`src/rtl/pipe_stage_latch.sv`:
```
// Generic valid/ready pipeline latch with flush-to-bubble and a saturating stall counter.
// Define PIPE_STAGE_SKID_EN to add a registered-ready skid entry (capacity 2).
module pipe_stage_latch #(
  parameter int unsigned              DATA_W   = 32,
  parameter int unsigned              CTRL_W   = 8,
  parameter logic [CTRL_W-1:0]        NOP_CTRL = '0,
  parameter int unsigned              CNT_W    = 16
) (
  input  logic              clk,
  input  logic              reset,
  input  logic              in_valid,
  output logic              in_ready,
  input  logic [DATA_W-1:0] in_data,
  input  logic [CTRL_W-1:0] in_ctrl,
  input  logic              flush,
  output logic              out_valid,
  input  logic              out_ready,
  output logic [DATA_W-1:0] out_data,
  output logic [CTRL_W-1:0] out_ctrl,
  output logic [CNT_W-1:0]  stall_cnt
);

  logic              main_valid_q, main_valid_d;
  logic [DATA_W-1:0] main_data_q, main_data_d;
  logic [CTRL_W-1:0] main_ctrl_q, main_ctrl_d;
  logic [CNT_W-1:0]  stall_q, stall_d;
  logic              accept, emit;

  assign accept = in_valid & in_ready;
  assign emit   = main_valid_q & out_ready;

`ifdef PIPE_STAGE_SKID_EN
  logic              skid_valid_q, skid_valid_d;
  logic [DATA_W-1:0] skid_data_q, skid_data_d;
  logic [CTRL_W-1:0] skid_ctrl_q, skid_ctrl_d;

  // Ready comes straight from a flop, so out_ready never reaches in_ready.
  assign in_ready = ~skid_valid_q;

  always_comb begin
    main_valid_d = main_valid_q;
    main_data_d  = main_data_q;
    main_ctrl_d  = main_ctrl_q;
    skid_valid_d = skid_valid_q;
    skid_data_d  = skid_data_q;
    skid_ctrl_d  = skid_ctrl_q;
    if (flush) begin
      main_valid_d = 1'b0;
      main_data_d  = '0;
      main_ctrl_d  = NOP_CTRL;
      skid_valid_d = 1'b0;
      skid_data_d  = '0;
      skid_ctrl_d  = NOP_CTRL;
    end else if (emit) begin
      if (skid_valid_q) begin
        // No accept is possible here: in_ready is low while the skid is full.
        main_valid_d = 1'b1;
        main_data_d  = skid_data_q;
        main_ctrl_d  = skid_ctrl_q;
        skid_valid_d = 1'b0;
      end else if (accept) begin
        main_valid_d = 1'b1;
        main_data_d  = in_data;
        main_ctrl_d  = in_ctrl;
      end else begin
        main_valid_d = 1'b0;
        main_ctrl_d  = NOP_CTRL;
      end
    end else if (accept) begin
      if (main_valid_q) begin
        skid_valid_d = 1'b1;
        skid_data_d  = in_data;
        skid_ctrl_d  = in_ctrl;
      end else begin
        main_valid_d = 1'b1;
        main_data_d  = in_data;
        main_ctrl_d  = in_ctrl;
      end
    end
  end

  always_ff @(posedge clk or posedge reset) begin
    if (reset) begin
      skid_valid_q <= 1'b0;
      skid_data_q  <= '0;
      skid_ctrl_q  <= NOP_CTRL;
    end else begin
      skid_valid_q <= skid_valid_d;
      skid_data_q  <= skid_data_d;
      skid_ctrl_q  <= skid_ctrl_d;
    end
  end
`else
  assign in_ready = ~main_valid_q | out_ready;

  always_comb begin
    main_valid_d = main_valid_q;
    main_data_d  = main_data_q;
    main_ctrl_d  = main_ctrl_q;
    if (flush) begin
      main_valid_d = 1'b0;
      main_data_d  = '0;
      main_ctrl_d  = NOP_CTRL;
    end else if (accept) begin
      main_valid_d = 1'b1;
      main_data_d  = in_data;
      main_ctrl_d  = in_ctrl;
    end else if (emit) begin
      main_valid_d = 1'b0;
      main_ctrl_d  = NOP_CTRL;
    end
  end
`endif

  always_comb begin
    stall_d = stall_q;
    if (main_valid_q && !out_ready && (stall_q != '1)) begin
      stall_d = stall_q + CNT_W'(1);
    end
  end

  always_ff @(posedge clk or posedge reset) begin
    if (reset) begin
      main_valid_q <= 1'b0;
      main_data_q  <= '0;
      main_ctrl_q  <= NOP_CTRL;
      stall_q      <= '0;
    end else begin
      main_valid_q <= main_valid_d;
      main_data_q  <= main_data_d;
      main_ctrl_q  <= main_ctrl_d;
      stall_q      <= stall_d;
    end
  end

  assign out_valid = main_valid_q;
  assign out_data  = main_data_q;
  assign out_ctrl  = main_ctrl_q;
  assign stall_cnt = stall_q;

endmodule
```
`config.mk`:
```
export PLATFORM = sky130hd
export DESIGN_NAME = pipe_stage_latch
export DESIGN_NICKNAME = d
export VERILOG_FILES = /design/src/rtl/pipe_stage_latch.sv
export SDC_FILE = /design/constraint.sdc
export NUM_CORES = 1
export LEC_CHECK = 0
export CORE_AREA = 4 4 80 82
export DETAILED_ROUTE_END_ITERATION = 16
export DIE_AREA = 0 0 84 86
export PLACE_DENSITY_LB_ADDON = 0.25
export SETUP_SLACK_MARGIN = 0.4
export SYNTH_ARGS = -nofsm -noshare
export SYNTH_HDL_FRONTEND = slang
export SYNTH_SLANG_ARGS = --single-unit
```
`constraint.sdc`:
```
create_clock -name clk -period 2.15 [get_ports clk]
set_input_delay 0.43 -clock clk [delete_from_list [all_inputs] [get_ports clk]]
set_output_delay 0.43 -clock clk [all_outputs]
set_load 0.02 [all_outputs]
```
# After elaboration in Yosys (flattened, before gate mapping)
# Index checks and enable logic that the tools add are counted.
# totals
mem_bits_rw,0
latch_bits,0
romBits,0
memories,0
reg_bits,57
# op_classes
n_lt_le_gt_ge,0
div,0
shift,0
n_bitwise,4
eq_ne,1
multipliers,0
reduce_logical,5
n_addsub,1
muxes,8
# ops
operator,n
32-bit two-way mux,2
8-bit two-way mux,3
"16-bit by 1-bit adder with 16-bit output, second input constant",1
"16-bit != test, second input constant",1
1-bit two-way mux,3
3-bit nonzero test,1
1-bit AND,2
1-bit logical AND,2
2-bit nonzero test,1
1-bit zero test,1
1-bit inverter,1
1-bit OR,1

# Depth between registers and ports, before layout
# depth
depth_word,5
ltp_mapped,6
depth_no_buf,5

# Least setup slack after synthesis
# No wires, ideal clock.
# synth_timing
path_kind,reg-to-reg
start,"register stall_q[0], in the netlist stall_cnt[0]"
end,"register stall_q[1], in the netlist stall_cnt[1]"
setup_time_ps,125
arrival_ps,1615
path_slack_ps,410
path_stages_with_launch,6
t_required_ps,2025
n_path_buf,0
cell_sequence,dfrtp_1 ha_1 and3_1 and4_4 nor2_1 mux2_2
# synth_via
elab_chain_cells,2
elab_cells_between_ends,3
cone_classes,1 x add/sub; 1 x eq/ne; 1 x reduce/logical
# synth_lines
item,line_no,source
"start, declared",26,"logic [CNT_W-1:0] stall_q, stall_d;"
"start signal, assigned",132,stall_q <= stall_d;
"parallel branches: the longest is 2 deep, another holds 16-bit by 1-bit adder with 16-bit output",n/a,
# Parallel ways; which one is timed is not known.
# A chain may end at the register's enable or synchronous reset.

# Final worst setup path
# Ends and elaborated chain as after synthesis.

==> impl_metrics.toml <==
[outcome]
status = "completed"

[power_and_ir_drop]
max-vdd-ir-drop_v = 0.0004376
share_comb_of_total_power = 0.193
p_per_area_nw_per_um2 = 771.4
p_leak_nw = 2.117
power.internal_mw = 2.072
p_sw_frac = 0.2752
seqPwrFrac = 0.447
switching_power_mw = 0.7867
p_total_mw = 2.859
p_clk_frac = 0.360

[worst_setup_path]
end_kind = "flop"
path_cells = "ha_2 -> and3_1 -> and4_4 -> nor2_2 -> mux2_2"
cp-start-kind = "flop"
required_ns = 2.36
critical_path.max_stage_delay_ns = 0.44
arrival_ns = 1.85
critPathBufInv = 0
worstPathMaxFanout = 4
critPathKind = "flop to flop"
slowest_stage = "dfrtp_2"
critical_path.top_delay_family = "simple AND/OR/NAND/NOR gates"

[final_layout]
fin_cells = 359
final_common_cell = "dfrtp_1"
finalInstanceArea_um2 = 3706
drive_above_1_share = 0.1549
fillerInstances = 475
area_growth_pct = 62.39
layout_common_cells = "56 x dfrtp_1, 43 x clkdlybuf4s50_1, 40 x a22o_1"
fin_nets = 325
diodes = 0

[floorplan]
rows = 28
io_pins = 103
die_w_um = 84
initial_utilization = 0.3972
die_h_um = 86
dieArea_um2 = 7224
core_area_um2 = 5746

[yosys]
synth_nets = 211
synth_cells = 165
synthArstFlopShare = 1.000
yosys_warnings = 0
synth_ff_type = "dfrtp_1"
syn-cell-area_um2 = 2282
seq_area_frac_synth = 0.6250
synth_edf_count = 0
syn_avg_cell_area_um2 = 13.83
ys_ff_latch = 57
synth_cell_types = 29

[placement]
gp_congestion = 0.7564
dpl_cell_area_um2 = 3466
io_buffers = 102
dp_cells = 343
dp_hpwl_mm = 3.993

[routing]
drt_wl_total_mm = 5.858
postRouteAntennaNets = 0
dr.pass1.iters = 4
wl_per_cell_um = 16.32
drc = 0
vias_per_cell = 5.011
first_iter_violations = 52
vias = 1799

[timing]
rsz0062_at_grt = "false"
whs_ns = 0.4915
fin_crit_sh = 0.7654
slew_viol_final = 0
tightestPinTransition_ns = 0.3546
max_slew_margin = 0.7605
hold_violations = 0
final-setup-viol-count = 0
min_period_ns = 1.646
fin_skew_ns = 0.005121
max_freq_mhz = 607.7

[global_route]
track_usage = 0.1655
antenna_found_initial = 0
overflow = 0
grt_pass1_wl_mm = 9.321
grt_start_max_net_pins = 58
grt_pass1_vias = 1873

[clock_tree]
cts_tree = "done"
cts_buffer_depth = 2
holdBufCountCts = 0
cts.sinks = 57
worstSkewPairLatency_ns = 0.33
htree_levels = 3
cts_root_buf = "clkbuf_8"
cts_buffers = 9
clkTransAtPathRegs_ns = 0.06
post_cts_buffers = 0

[job]
drv_cap = 0

[min_path]
min_path_type = "flop to flop"
Yosys cell counts (all sizes together), types with 2 or more instances:
cell type	instances	area, µm²
a22o	40	350.3
nand2	6	22.52
nor2	8	30.03
dfrtp	57	1426
inv	4	15.01
nand4	3	33.78
nor4b	3	45.04
nor3	3	15.01
mux2	2	22.52
xnor2	4	35.03
xor2	8	70.07
buf	7	35.03
a21oi	2	21.27
and4	4	40.04
nand3	5	30.03
cell type report:
cell class,instances,area [µm²],share of cell area
repair buffers,110,1131,0.3052
clock inverters,2,35.03,0.009453
clock buffers,14,172.7,0.04659
multi-input cells,97,827.0,0.2232
well taps,75,93.84,0.02532
inverters,4,18.77,0.005064
flip-flops and latches,57,1428,0.3852
registers in the layout, summed over array words and instances (netlist names):
register / cells
out_ctrl: 8
stall_cnt: 16
out_valid: 1
out_data: 32
worst reg2reg max path: cells and delay by family, from the launching register on:
family	cells	cell delay, ns
flip-flops	1	0.44
AND/OR/NAND/NOR	3	0.51
multiplexers	1	0.34
adder cells (fa/ha/maj)	1	0.23
kinds of logic after synthesis:
kind of cell,count (synthesis),synth area share
buffers and inverters,11,0.02193
DFF,57,0.6250
xor gates and xnor gates,12,0.04605
AOI/OAI and AO/OA,47,0.1859
adders and majority gates,1,0.005482
muxes,2,0.009868
and+or+nand+nor,35,0.1058
timing repair:
action	in CTS	in global routing
setup endpoints to repair	37	42
pin swaps	1	2
gates resized for setup	39	29
per-stage QoR:
step	utilization	TNS (ns)	worst slack, ns
2_1_floorplan	-	0	0.4098
3_3_place_gp	0.6032	-0.06275	-0.06275
3_5_place_dp	0.6032	-0.04805	-0.04805
4_1_cts	0.6335	0	0.2909
5_1_grt	0.6450	0	0.4133
6_report	0.6450	0	0.5043
power by group through the flow:
stage          sequential (mW)  clock, mW  combinational (mW)
3_3_place_gp              1.30          0               0.603
5_1_grt                   1.30       1.10               0.595
6_report                  1.28       1.03               0.553
2_1_floorplan             1.40          0               0.160
4_1_cts                   1.28       1.06               0.564
3_5_place_dp              1.30          0               0.610
final timing paths:
kind                                           start                        end  slack [ns]  depth (start not counted)
max reg2reg                 stall_cnt[0]$_DFFE_PP0P_   stall_cnt[1]$_DFFE_PP0P_        0.50                          5
min in group asynchronous                      reset   stall_cnt[4]$_DFFE_PP0P_        0.53                          3
min                        stall_cnt[15]$_DFFE_PP0P_  stall_cnt[15]$_DFFE_PP0P_        0.49                          1
max in group asynchronous                      reset   out_data[17]$_DFFE_PP0P_        1.37                          3
min reg2reg                stall_cnt[15]$_DFFE_PP0P_  stall_cnt[15]$_DFFE_PP0P_        0.49                          1
max                         stall_cnt[0]$_DFFE_PP0P_   stall_cnt[1]$_DFFE_PP0P_        0.50                          5
layer usage:
layer	routed length, µm	vias up	share of wire	global-route usage
li1	-	849	-	-
met1	2510	871	0.43	0.2122
met2	2783	69	0.48	0.2458
met3	467	10	0.080	0.05572
met4	97	0	0.017	0.09357
met5	0	-	0	0
Note: power is estimated with default switching activity, not from simulation.
